===== src/rtl/pu_pkg.sv =====
// Shared types and sizing constants for the img2col PU window loader.
// Latency: n/a (declarations only).
// Backpressure: n/a (declarations only).
package pu_pkg;

  localparam int DATA_WIDTH    = 16;
  localparam int ADDR_WIDTH    = 5;
  localparam int ROUND_WIDTH   = 6;
  localparam int WEIGHT_SIZE   = 25;
  localparam int COL_SIZE      = 5;
  localparam int COL_BASE_ADDR = WEIGHT_SIZE - COL_SIZE;

  typedef enum logic [2:0] {
    ST_IDLE,
    ST_FULL_LOAD,
    ST_COL_LOAD,
    ST_LAUNCH,
    ST_WAIT_PU,
    ST_FINISH
  } state_e;

endpackage


===== src/rtl/pu_window_loader.sv =====
// Feeds one PU's 25-entry register file from the pixel stream and launches each round.
// Latency: a beat is written 1 cycle after acceptance; start follows the last write by 1 cycle.
// Backpressure: s_ready is high only while a load still needs words; low in launch/wait/idle.
module pu_window_loader
  import pu_pkg::*;
#(
  parameter int data_width  = DATA_WIDTH,
  parameter int weight_size = WEIGHT_SIZE,
  parameter int col_size    = COL_SIZE,
  parameter int address_num = ADDR_WIDTH,
  parameter int round_width = ROUND_WIDTH
) (
  input  logic                   clk,
  input  logic                   nrst,
  input  logic                   go,
  input  logic [round_width-1:0] num_rounds,
  input  logic [data_width-1:0]  s_data,
  input  logic                   s_valid,
  output logic                   s_ready,
  input  logic                   pu_done,
  output logic [data_width-1:0]  new1,
  output logic [address_num-1:0] adrs_in1,
  output logic [address_num-1:0] adrs_in2,
  output logic                   wr_ctrl_g,
  output logic                   start,
  output logic [round_width-1:0] round,
  output logic                   busy,
  output logic                   done
);

  localparam logic [address_num-1:0] FULL_LAST = address_num'(weight_size - 1);
  localparam logic [address_num-1:0] COL_LAST  = address_num'(col_size - 1);
  localparam logic [address_num-1:0] COL_BASE  = address_num'(weight_size - col_size);

  state_e                 state_q, state_d;
  logic [address_num-1:0] cnt_q, cnt_d;
  // Set on the final beat of a load so the cycle presenting that write
  // closes the handshake before LAUNCH; avoids wrapping the word counter.
  logic                   last_q, last_d;
  logic [round_width-1:0] round_q, round_d;
  logic [round_width-1:0] rounds_q, rounds_d;
  logic [data_width-1:0]  new1_q, new1_d;
  logic [address_num-1:0] adrs1_q, adrs1_d;
  logic [address_num-1:0] adrs2_q, adrs2_d;
  logic                   wr_q, wr_d;

  // State and datapath registers with synchronous reset.
  always_ff @(posedge clk) begin
    if (nrst) begin
      state_q  <= ST_IDLE;
      cnt_q    <= '0;
      last_q   <= 1'b0;
      round_q  <= '0;
      rounds_q <= '0;
      new1_q   <= '0;
      adrs1_q  <= '0;
      adrs2_q  <= '0;
      wr_q     <= 1'b0;
    end else begin
      state_q  <= state_d;
      cnt_q    <= cnt_d;
      last_q   <= last_d;
      round_q  <= round_d;
      rounds_q <= rounds_d;
      new1_q   <= new1_d;
      adrs1_q  <= adrs1_d;
      adrs2_q  <= adrs2_d;
      wr_q     <= wr_d;
    end
  end

  // Next-state, write capture and state-decoded handshake/launch outputs.
  always_comb begin
    state_d  = state_q;
    cnt_d    = cnt_q;
    last_d   = last_q;
    round_d  = round_q;
    rounds_d = rounds_q;
    new1_d   = new1_q;
    adrs1_d  = adrs1_q;
    adrs2_d  = adrs2_q;
    wr_d     = 1'b0;
    s_ready  = 1'b0;
    start    = 1'b0;
    done     = 1'b0;
    busy     = (state_q != ST_IDLE);

    case (state_q)
      ST_IDLE: begin
        if (go) begin
          rounds_d = (num_rounds == '0) ? round_width'(1) : num_rounds;
          round_d  = '0;
          cnt_d    = '0;
          last_d   = 1'b0;
          state_d  = ST_FULL_LOAD;
        end
      end

      ST_FULL_LOAD, ST_COL_LOAD: begin
        if (last_q) begin
          state_d = ST_LAUNCH;
        end else begin
          s_ready = 1'b1;
          if (s_valid) begin
            wr_d    = 1'b1;
            new1_d  = s_data;
            adrs1_d = (state_q == ST_COL_LOAD) ? (COL_BASE + cnt_q) : cnt_q;
            adrs2_d = adrs1_q;
            if (cnt_q == ((state_q == ST_COL_LOAD) ? COL_LAST : FULL_LAST)) begin
              last_d = 1'b1;
            end else begin
              cnt_d = cnt_q + 1'b1;
            end
          end
        end
      end

      ST_LAUNCH: begin
        start   = 1'b1;
        state_d = ST_WAIT_PU;
      end

      ST_WAIT_PU: begin
        if (pu_done) begin
          if (round_q == rounds_q - 1'b1) begin
            state_d = ST_FINISH;
          end else begin
            round_d = round_q + 1'b1;
            cnt_d   = '0;
            last_d  = 1'b0;
            state_d = ST_COL_LOAD;
          end
        end
      end

      ST_FINISH: begin
        done    = 1'b1;
        state_d = ST_IDLE;
      end

      default: state_d = ST_IDLE;
    endcase
  end

  assign new1      = new1_q;
  assign adrs_in1  = adrs1_q;
  assign adrs_in2  = adrs2_q;
  assign wr_ctrl_g = wr_q;
  assign round     = round_q;

endmodule


===== config.mk =====
export PLATFORM = sky130hd
export DESIGN_NAME = pu_window_loader
export DESIGN_NICKNAME = d
export VERILOG_FILES = /design/src/rtl/pu_pkg.sv /design/src/rtl/pu_window_loader.sv
export SDC_FILE = /design/constraint.sdc
export NUM_CORES = 1
export LEC_CHECK = 0
export ABC_CLOCK_PERIOD_IN_PS = 2050
export CORE_ASPECT_RATIO = 1.2
export CORE_MARGIN = 2
export CORE_UTILIZATION = 43
export DETAILED_ROUTE_END_ITERATION = 7
export GPL_ROUTABILITY_DRIVEN = 0
export GPL_TIMING_DRIVEN = 0
export PLACE_DENSITY_LB_ADDON = 0.3
export SYNTH_ARGS = -nofsm -noshare
export SYNTH_HDL_FRONTEND = slang
export SYNTH_SLANG_ARGS = --single-unit
export TNS_END_PERCENT = 10

===== constraint.sdc =====
create_clock -name clk -period 2.05 [get_ports clk]
set_input_delay 0.615 -clock clk [delete_from_list [all_inputs] [get_ports clk]]
set_output_delay 0.615 -clock clk [all_outputs]
set_load 0.01 [all_outputs]

Word-level counts from Yosys, hierarchy flattened
Index checks and enable logic that the tools add are counted.
Operators by class
  div/mod/pow operators: 0
  add/sub/neg operators: 4
  equality and inequality tests: 14
  reduce and logical (&&, ||, !) cells: 13
  multiplexer cells: 31
  multiply operators: 0
  shifts and indexed selects: 0
  bitwise gates (word level): 2
  $lt $le $gt $ge: 0
Operators with widths (count)
  $mux 5: 8
  $mux 6: 4
  $pmux 5 s3: 1
  $ne 2x2->1 const B: 7
  $mux 3: 4
  $pmux 3 s4: 1
  $pmux 6 s2: 1
  $mux 1: 11
  $reduce_and 4->1: 2
  $reduce_and 7->1: 1
  $add 6x1->6 const B: 1
  $eq 3x2->1 const B: 2
  $eq 3x3->1 const B: 2
  $eq 6x6->1: 1
  $logic_not 6->1: 1
  $reduce_and 3->1: 2
  $reduce_bool 3->1: 2
  $sub 6x1->6 const B: 1
  $add 5x1->5 const B: 1
  $add 5x5->5 const A: 1
  $eq 5x5->1: 1
  $eq 3x1->1 const B: 1
  $logic_not 3->1: 1
  $pmux 1 s3: 1
  other kinds (5): 6
Word-level totals
  latch bits: 0
  memories: 0
  RAM bits: 0
  bits in registers: 48
  bits in read-only memories: 0

Longest topological paths before layout
Gate-level depths: netlist (run 1).
  word-level depth: 7
  depth in mapped cells: 9

Worst setup path after synthesis (run 1)
OpenSTA, ideal clock, no wires.
  kind: register -> register
  start point: register rounds_q[0]
  end point: register round_q[0] (netlist: round[0])
  cell stages (with the launch flop): 10
  library setup time: 135 ps
  arrival time: 1851 ps
  clock period less this slack: 1985 ps
  data required time: 1915 ps
  slack: 65 ps
  buffers on the path: 1
  path through: dfxtp_1 inv_1 ha_1 or3b_1 a211oi_2 nand2_1 or3_1 buf_2 a31oi_1 a211oi_1
On the way
  word-level cells in the longest chain between the ends: 4
Ends and longest elaborated chain
  start, declared: RTL line pu_window_loader.sv:41  | logic [round_width-1:0] rounds_q, rounds_d;
  start signal, assigned: RTL line pu_window_loader.sv:64  | rounds_q <= rounds_d;
  $sub 6x1->6: RTL line pu_window_loader.sv:125  | if (round_q == rounds_q - 1'b1) begin
  $eq 6x6->1: RTL line pu_window_loader.sv:125
  $ne 2x2->1 (no line)
  $reduce_and 4->1 (no line)
  end signal, assigned: RTL line pu_window_loader.sv:63  | round_q <= round_d;
  end, declared: RTL line pu_window_loader.sv:40  | logic [round_width-1:0] round_q, round_d;
No other way between the ends.
A chain may end at the register's enable or synchronous reset.

Final worst setup path (run 1)
  start point: register rounds_q[0]
  end point: register cnt_q[4]
On the way
  word-level cells in the longest chain between the ends: 4
Ends and longest elaborated chain
  $sub 6x1->6: RTL line pu_window_loader.sv:125
  $eq 6x6->1: RTL line pu_window_loader.sv:125
  $ne 2x2->1 (no line)
  $reduce_and 7->1 (no line)
  end signal, assigned: RTL line pu_window_loader.sv:61  | cnt_q <= cnt_d;
  end, declared: RTL line pu_window_loader.sv:36  | logic [address_num-1:0] cnt_q, cnt_d;
No other way between the ends.

==> results of run 1 <==
[timing repair]
action	CTS	global route
setup buffers	0	3
endpoints found under the setup margin	28	35
pin swaps	2	6
resized for setup	17	25
[stage by stage]
| stage | hold slack (ns) | cells | cell area (um2) |
|---|---|---|---|
| floorplan | 0.448 | 286 | 2250 |
| global placement | 0.441 | 409 | 2960 |
| detailed placement | 0.446 | 409 | 2960 |
| CTS | 0.460 | 417 | 3130 |
| global route | 0.481 | 419 | 3240 |
| finish | 0.459 | 419 | 3240 |
[where the power goes]
part	total [mW]	internal, mW	leakage [nW]	switching, mW
clock	0.823	0.491	0.0687	0.332
combinational	0.297	0.156	0.726	0.141
sequential	0.982	0.961	0.392	0.0216
[registers in the layout, indices dropped and copies added (netlist names)]
signal,count
adrs_in2,5
adrs_in1,5
new1,16
wr_ctrl_g,1
rounds_q,6
round,6
state_q,3
cnt_q,5
last_q,1
[worst reg2reg max path, cell delays in order (launching register included)]
cell and delay [ns]:
dfxtp_4 0.37, inv_2 0.07, ha_4 0.12, or3b_4 0.37
a211oi_2 0.27, nand4b_1 0.17, or2_4 0.30, a21o_4 0.23
o22ai_1 0.14
[logic make-up after synthesis]
group                    synth area share
AND/OR/NAND/NOR                     0.274
adder cells (fa/ha/maj)            0.0277
flip-flops                          0.426
AO/OA/AOI/OAI                       0.175
multiplexers                       0.0139
XOR/XNOR                           0.0350
buffers and inverters              0.0477
[metal layers]
metal	vias up	GRT usage	share of wire
met1	1021	0.228	0.43
met4	0	0.0647	0.019
met3	12	0.0400	0.041
met5	-	0	0
met2	42	0.329	0.51
li1	1115	-	-
[final cells by class]
| type | instances | share of cell area |
|---|---|---|
| multi-input cells | 210 | 0.395 |
| repair buffers | 66 | 0.201 |
| clock buffers | 5 | 0.0212 |
| well taps | 60 | 0.0231 |
| clock inverters | 3 | 0.0212 |
| flip-flops and latches | 48 | 0.299 |
| inverters | 13 | 0.0150 |
| plain buffers | 14 | 0.0247 |
[synth_stat cells (all sizes together), types with 2 or more instances]
| master | number |
|---|---|
| xor2 | 3 |
| or3 | 4 |
| mux2i | 2 |
| nand3 | 7 |
| o22ai | 3 |
| and3b | 3 |
| dfxtp | 48 |
| and2 | 5 |
| o21a | 2 |
| a21oi | 36 |
| a211oi | 4 |
| o32ai | 2 |
| and3 | 3 |
| nor3 | 5 |
| o21ai | 9 |
| or3b | 3 |
| or2 | 2 |
| nor2b | 2 |
| o21bai | 2 |
| xnor2 | 6 |
| buf | 2 |
| inv | 13 |
| nand2 | 66 |
| nand2b | 3 |
| a31oi | 2 |
| nor2 | 16 |
| ha | 5 |
| clkbuf | 13 |
| nor3b | 3 |
[worst max-delay path by stage]
stage,start,to,slack [ns],cells past startpoint
after floorplan,rounds_q[0],round[0],0.06,9
after global placement,s_valid,new1[12],-0.48,7
final,rounds_q[0],cnt_q[4],-0.06,8
after global routing,rounds_q[0],cnt_q[4],-0.15,8
after detailed placement,s_valid,new1[12],-0.51,7
after CTS,state_q[2],busy,-0.13,4
==> key figures, run 1 <==
Outcome
  • Status: finished with violations
  • Failing checks: negative setup slack

Cells and area
  • Multi-input gate area: 0.00128 mm2
  • Share of cells above drive strength 1: 0.125
  • Most common cell after layout, fill and taps aside: nand2_1
  • N_diodes: 0
  • Filler instances: 443
  • Core Util, Final: 0.647
  • P&R area growth vs syn: 43.8%
  • Nets: 390
  • Register area: 968 um2
  • Most frequent cells in the layout: nand2_1 (66), clkdlybuf4s50_1 (59), dfxtp_1 (44)

Synth
  • Synth cell types: 47
  • Most used DFF post-synth: dfxtp_1
  • Mapped Nets: 318
  • Ys Warns: 0
  • EDFF count, synth: 0
  • Ranking of synthesized cells by area: dfxtp_1 (43%), nand2_1 (11%), a21oi_1 (8.0%), ha_1 (2.8%), nor2_1 (2.7%)
  • Register area share after synthesis: 0.426
  • Post-synth top area share: 0.426
  • Dominant cell type by area after synthesis: dfxtp_1
  • Post-synthesis register bit count: 48
  • Asr flop ratio synth: 0
  • Mapped Cells: 286
  • Mapped Area: 0.00225 mm2
  • Syn_area_per_cell: 7.88 um2

STA
  • Slack of the critical path: -0.0602 ns
  • Slew margin rel.: 0.663
  • Fmax: 0.474 GHz
  • Post-route clock period utilization: 1.03
  • Worst Clk Skew: 0.00824 ns
  • Hold Fails Final Rpt: 0
  • Unrepaired setup endpoints after global routing: true
  • Worst slew pin tran: 0.505 ns
  • Setup TNS: -0.146 ns
  • Fin crit period: 2.11 ns
  • # setup viols final: 5
  • Max Slew Vio Count: 0

GRT
  • Total track usage: 0.189
  • Aggregate global routing overflow: 0
  • Largest net degree at the start of global routing: 17
  • Vias in the first global route: 2012
  • First-pass GRT wire length: 9.09 mm
  • Initial antenna violation count: 0

Floorplan
  • Chip Height: 83.3 um
  • Die W: 70.1 um
  • Core Rows: 28
  • Core area: 0.00501 mm2
  • # IOs: 64
  • Die ar.: 0.00584 mm2
  • Starting Density: 0.450

Critical path
  • Crit path launch type: flop
  • Crit path largest cell delay: 0.37 ns
  • Bufs and invs on worst path: 1
  • Top delay family on crit path: simple AND/OR/NAND/NOR gates
  • FF-to-FF Start: rounds_q[0]
  • Endpoint of the worst-slack reg-to-reg timing path: cnt_q[4]
  • Critical-path maximum fanout: 5
  • R2R depth: 8
  • Critical Path AT: 2.34 ns
  • Setup CP Type: flop to flop
  • Worst EP required: 2.28 ns
  • CP max stage cell: dfxtp_4
  • Crit end category: flop
  • Crit-path cells: inv_2 -> ha_4 -> or3b_4 -> a211oi_2 -> nand4b_1 -> or2_4 -> a21o_4 -> o22ai_1
  • FF-to-FF setup slack: -0.06 ns

Clock tree
  • # hold bufs at CTS: 0
  • Clock Latency Late Sink: 0.31 ns
  • CTS clk-pin slew, worst paths: 0.10 ns
  • TritonCTS clock tree: yes
  • Root Buffer: clkbuf_8
  • CTS sink count: 48
  • Clock tree buffer depth: 2
  • H-tree levels: 2
  • Total CTS buffers: 5

Hold path
  • Worst hold endpoint: adrs_in2[3]
  • Min-Delay Startpoint: adrs_in2[3]
  • Hold Path Stages: 2
  • Hold crit path type: flop to flop

Route
  • Detail Route Antenna Nets: 0
  • DRT iter0 DRCs: 64
  • Pre-antenna DRT Iters: 4
  • Via count: 2190
  • Routed WL: 5.61 mm
  • Number of vias per cell: 5.23
  • WL per Instance: 13.4 um
  • Drt drc: 0

Power
  • P per Cell Area: 648 mW/mm2
  • Pleak: 1.19 nW
  • VDD IR max: 0.424 mV
  • Pwr Total: 2.10 mW

Placement
  • Place WS: -0.506 ns
  • Port bufs: 63
  • Post-DP HPWL: 4.07 mm

Flow run
  • Number of max-cap violations: 0
No activity file was read; power rests on OpenSTA's default activity.
==> run 2, diff against run 1 <==
Settings changed: ABC_CLOCK_PERIOD_IN_PS 2050 to 1900.
Clock period 2.05 ns to 1.9 ns, I/O delays scaled along.
==> run 2 against run 1 <==
Against the previous run: the flow still finishes with violations (negative setup slack); clock power shrank 5.7%; register-to-register slack lost 0.14 ns; sequential share of layout area grew 0.14 points; combinational power grew 6.7%; non-clock buffer count is the same; critical path type unchanged; critical endpoint unchanged.
==> key figures, run 2 (synthesis results as in run 1) <==
STA
  • Min Hold Slack: 0.456 ns
  • Worst slew pin tran: 0.521 ns
  • Slew margin rel.: 0.652
  • Slack of the critical path: -0.202 ns
  • Unrepaired setup endpoints after global routing: true
  • Fmax: 0.476 GHz
  • Hold Fails Final Rpt: 0
  • Post-route clock period utilization: 1.11
  • Setup TNS: -1.98 ns
  • Worst Clk Skew: 0.00618 ns
  • Fin crit period: 2.10 ns
  • # setup viols final: 16
  • Max Slew Vio Count: 0

Clock tree
  • # hold bufs at CTS: 0
  • H-tree levels: 2
  • Total CTS buffers: 5
  • TritonCTS clock tree: yes
  • Root Buffer: clkbuf_8
  • CTS sink count: 48
  • Clock tree buffer depth: 2
  • CTS clk-pin slew, worst paths: 0.09 ns
  • Clock Latency Late Sink: 0.30 ns

Outcome
  • Status: finished with violations
  • Failing checks: negative setup slack

Critical path
  • FF-to-FF Start: rounds_q[0]
  • Crit end category: flop
  • Crit path launch type: flop
  • Critical Path AT: 2.33 ns
  • Crit-path cells: inv_2 -> ha_4 -> or3b_4 -> a211oi_2 -> nand4b_1 -> or2_4 -> a21o_4 -> o22ai_1
  • Critical-path maximum fanout: 5
  • FF-to-FF setup slack: -0.20 ns
  • Crit path largest cell delay: 0.37 ns
  • Endpoint of the worst-slack reg-to-reg timing path: cnt_q[4]
  • Setup CP Type: flop to flop
  • R2R depth: 8
  • CP max stage cell: dfxtp_4
  • Worst EP required: 2.13 ns

Power
  • Pleak: 1.17 nW
  • Pwr Total: 2.15 mW
  • P per Cell Area: 665 mW/mm2
  • VDD IR max: 0.478 mV

Placement
  • Port bufs: 63
  • Post-placement cell count: 409
  • Post-DP HPWL: 3.96 mm

Floorplan
  • Core area: 0.00501 mm2
  • Chip Height: 83.3 um
  • # IOs: 64
  • Die W: 70.1 um
  • Starting Density: 0.450
  • Die ar.: 0.00584 mm2
  • Core Rows: 28

Cells and area
  • Post-route insts no fill: 419
  • Share of cells above drive strength 1: 0.139
  • P&R area growth vs syn: 43.6%
  • N_diodes: 0
  • Most common cell after layout, fill and taps aside: nand2_1
  • Most frequent cells in the layout: nand2_1 (66), clkdlybuf4s50_1 (59), dfxtp_1 (42)
  • Nets: 390
  • Register area: 971 um2
  • Number of flip-flops in the largest register: 16
  • Multi-input gate area: 0.00129 mm2
  • Filler instances: 449
  • Core Util, Final: 0.646

GRT
  • GR peak layer: met2
  • Largest net degree at the start of global routing: 16
  • Aggregate global routing overflow: 0
  • Total track usage: 0.181
  • Vias in the first global route: 1961
  • Met2 Use GR: 0.320
  • First-pass GRT wire length: 8.76 mm
  • M1 GR Usage: 0.215
  • Initial antenna violation count: 0
  • GRT met3 Usage: 0.0303

Route
  • Via count: 2160
  • Number of vias per cell: 5.16
  • DRT iter0 DRCs: 115
  • Drt drc: 0
  • Detail Route Antenna Nets: 0
  • Routed WL: 5.42 mm
  • Pre-antenna DRT Iters: 4
  • WL per Instance: 12.9 um

Hold path
  • Hold Path Stages: 2
  • Worst hold endpoint: adrs_in2[4]
  • Min-Delay Startpoint: adrs_in2[4]
  • Hold crit path type: flop to flop

Flow run
  • Number of max-cap violations: 0
-- run 2: cell types whose count changed in the layout (fill, tap and decap cells not counted), sizes merged --
cell,before,now
dlymetal6s2s,1,0
inv,14,13
clkbuf,17,15
bufinv,2,1
buf,5,9
clkinv,0,1
-- run 2: per-stage QoR --
stage | setup slack, ns | instance area, um2
6_report | -0.202 | 3240
5_1_grt | -0.277 | 3240
4_1_cts | -0.165 | 3130
3_5_place_dp | -0.580 | 2970
3_3_place_gp | -0.586 | 2970
2_1_floorplan | 0.0201 | 2270
-- run 2: layout make-up --
cell class / instances / area share
Buffer: 14 / 0.0274
Clock buffer: 6 / 0.0255
Clock inverter: 2 / 0.0120
Inverter: 13 / 0.0151
Multi-Input combinational cell: 210 / 0.398
Sequential cell: 48 / 0.300
Tap cell: 60 / 0.0232
Timing Repair Buffer: 66 / 0.199
-- run 2: how the worst max path moves through the flow --
stage	start	slack, ns	endpoint	cells past startpoint
2_1_floorplan	rounds_q[1]	0.02	state_q[0]	9
6_report	rounds_q[0]	-0.20	cnt_q[4]	8
5_1_grt	rounds_q[0]	-0.28	cnt_q[4]	8
3_3_place_gp	s_valid	-0.59	new1[12]	7
3_5_place_dp	s_valid	-0.58	new1[12]	7
4_1_cts	rounds_q[0]	-0.16	state_q[0]	9
-- run 2: power breakdown --
group          switching [mW]  internal, mW
combinational           0.149         0.168
clock                   0.345         0.431
sequential             0.0226          1.04
-- run 2: worst max-delay path, delay by kind of cell, from the launching register on --
kind,cells,cell delay (ns)
buf+inv,1,0.06
flops,1,0.37
simple gates,3,0.85
compound gates,3,0.64
fa+ha+maj,1,0.12
-- run 2: metal layers --
| metal | wire length [um] | vias to the layer above |
|---|---|---|
| met1 | 2290 | 1008 |
| met4 | 88 | 0 |
| met2 | 2830 | 34 |
| li1 | - | 1111 |
| met5 | 0 | - |
| met3 | 204 | 7 |
-- run 2: timing repair --
item | 4_1_cts | 5_1_grt
pin swaps | 3 | 6
buffers inserted | 0 | 3
resized for setup | 23 | 30
gates cloned | 0 | 0
endpoints found under the setup margin | 47 | 49
==> run 3, diff against run 2 <==
--- a/config.mk
+++ b/config.mk
@@ -8,3 +8,3 @@
 export ABC_CLOCK_PERIOD_IN_PS = 1900
-export CORE_ASPECT_RATIO = 1.2
+export CORE_ASPECT_RATIO = 1.75
 export CORE_MARGIN = 2
==> constraint.sdc (replaced) <==
create_clock -name clk -period 1.9 [get_ports clk]
set_input_delay 0.38 -clock clk [delete_from_list [all_inputs] [get_ports clk]]
set_output_delay 0.38 -clock clk [all_outputs]
set_load 0.01 [all_outputs]
==> run 3 against run 2 <==
Against the previous run: the flow finishes with violations (design-rule violations, negative setup slack); setup slack better by 0.019 ns; sequential power about the same; design area is 0.23% lower; non-clock buffer count did not move; clock power up 15%.
==> key figures, run 3 (synthesis results as in run 1) <==
Route
  • Via count: 2193
  • Drt drc: 4
  • WL per Instance: 14.2 um
  • Detail Route Antenna Nets: 0
  • Number of vias per cell: 5.31
  • DRT iter0 DRCs: 57
  • Routed WL: 5.87 mm
  • Pre-antenna DRT Iters: 6

Cells and area
  • Nets: 390
  • Most frequent cells in the layout: nand2_1 (66), clkdlybuf4s50_1 (59), dfxtp_1 (45)
  • Register area: 965 um2
  • Share of cells above drive strength 1: 0.125
  • Post-route insts no fill: 413
  • Most common cell after layout, fill and taps aside: nand2_1
  • Multi-input gate area: 0.00128 mm2
  • P&R area growth vs syn: 43.2%
  • Number of flip-flops in the largest register: 16
  • N_diodes: 0
  • Filler instances: 466

GRT
  • Total track usage: 0.204
  • Largest net degree at the start of global routing: 17
  • Aggregate global routing overflow: 0
  • Vias in the first global route: 2129
  • First-pass GRT wire length: 9.47 mm
  • Initial antenna violation count: 0

Floorplan
  • Die ar.: 0.00586 mm2
  • Core area: 0.00502 mm2
  • Starting Density: 0.449
  • Chip Height: 99.8 um
  • Core Rows: 34
  • Die W: 58.7 um
  • # IOs: 64

Critical path
  • Worst EP required: 2.13 ns
  • Setup CP Type: flop to flop
  • Crit path launch type: flop
  • CP max stage cell: or3b_4
  • Bufs and invs on worst path: 1
  • Crit end category: flop
  • Crit path largest cell delay: 0.39 ns
  • Critical Path AT: 2.31 ns
  • Crit-path cells: inv_2 -> ha_4 -> or3b_4 -> a211oi_4 -> nand4b_1 -> or2_1 -> a21o_1 -> o22ai_1
  • Top delay family on crit path: simple AND/OR/NAND/NOR gates
  • Critical-path maximum fanout: 5

Hold path
  • Hold crit path type: flop to flop

STA
  • Fin crit period: 2.08 ns
  • Worst slew pin tran: 0.485 ns
  • Slack of the critical path: -0.184 ns
  • Hold Fails Final Rpt: 0
  • Setup TNS: -1.69 ns
  • Post-route clock period utilization: 1.10
  • Worst Clk Skew: 0.0120 ns
  • Slew margin rel.: 0.677
  • Fmax: 0.480 GHz
  • Unrepaired setup endpoints after global routing: true
  • Min Hold Slack: 0.456 ns
  • # setup viols final: 15
  • Max Slew Vio Count: 0

Clock tree
  • Total CTS buffers: 5
  • Clock tree buffer depth: 2
  • H-tree levels: 2
  • Root Buffer: clkbuf_8
  • CTS sink count: 48
  • CTS clk-pin slew, worst paths: 0.09 ns
  • Clock Latency Late Sink: 0.31 ns
  • TritonCTS clock tree: yes

Power
  • P per Cell Area: 702 mW/mm2
  • Pleak: 1.18 nW
  • VDD IR max: 0.686 mV
  • Pwr Total: 2.27 mW

Outcome
  • Failing checks: design-rule violations, negative setup slack
  • Status: finished with violations

Placement
  • Post-placement cell count: 403
  • Port bufs: 63
  • Post-DP HPWL: 4.24 mm

Flow run
  • Number of max-cap violations: 0
-- run 3: changes by cell type in the layout (fill, tap and decap cells not counted), moves of 2 or more --
cell	before	now
dfxtp_2	5	3
nand3_2	0	2
dfxtp_1	42	45
buf_6	2	0
clkbuf_1	7	9
-- run 3: final timing paths --
| path | end | cells past startpoint | start | slack [ns] |
|---|---|---|---|---|
| max | cnt_q[4] | 8 | rounds_q[1] | -0.18 |
| min | new1[15] | 2 | new1[15] | 0.46 |
| max reg2reg | cnt_q[4] | 8 | rounds_q[1] | -0.18 |
| min reg2reg | new1[15] | 2 | new1[15] | 0.46 |
-- run 3: worst reg2reg max path: cells and delay by family (launching register included) --
family	cells	cell delay [ns]
adders and majority gates	1	0.13
DFF	1	0.34
and+or+nand+nor	3	0.84
buffers and inverters	1	0.06
AOI/OAI and AO/OA	3	0.63
-- run 3: power breakdown --
part | switching [mW] | internal, mW | leakage [nW]
Combinational | 0.154 | 0.160 | 0.724
Sequential | 0.0214 | 1.04 | 0.391
Clock | 0.363 | 0.530 | 0.0687
-- run 3: what timing repair did --
item                                    in CTS  in global routing
setup buffers                                2                  1
hold buffers                                 0                  0
endpoints found under the hold margin        0                  0
pin swaps                                    6                  8
endpoints found under the setup margin      38                 17
gates resized for setup                     24                 11
-- run 3: layout make-up --
type                       count  area share
inverter                      13      0.0151
tap                           54      0.0209
timing repair buffer          66       0.201
buffer                        14      0.0244
clock buffer                   5      0.0213
multi-input combinational    210       0.398
sequential                    48       0.299
clock inverter                 3      0.0213
-- run 3: through the flow --
step                setup WS (ns)  area, um2   util
floorplan                  0.0201       2270      -
global placement           -0.410       2970  0.591
detailed placement         -0.443       2970  0.591
CTS                        -0.128       3180  0.634
global route               -0.288       3230  0.643
finish                     -0.184       3230  0.643
-- run 3: metal layers --
metal / up-vias / global-route usage / routed length (um)
met5: - / 0 / 0
met4: 0 / 0.0804 / 136
met3: 15 / 0.0335 / 218
met2: 47 / 0.379 / 3350
met1: 1021 / 0.219 / 2160
li1: 1110 / - / -
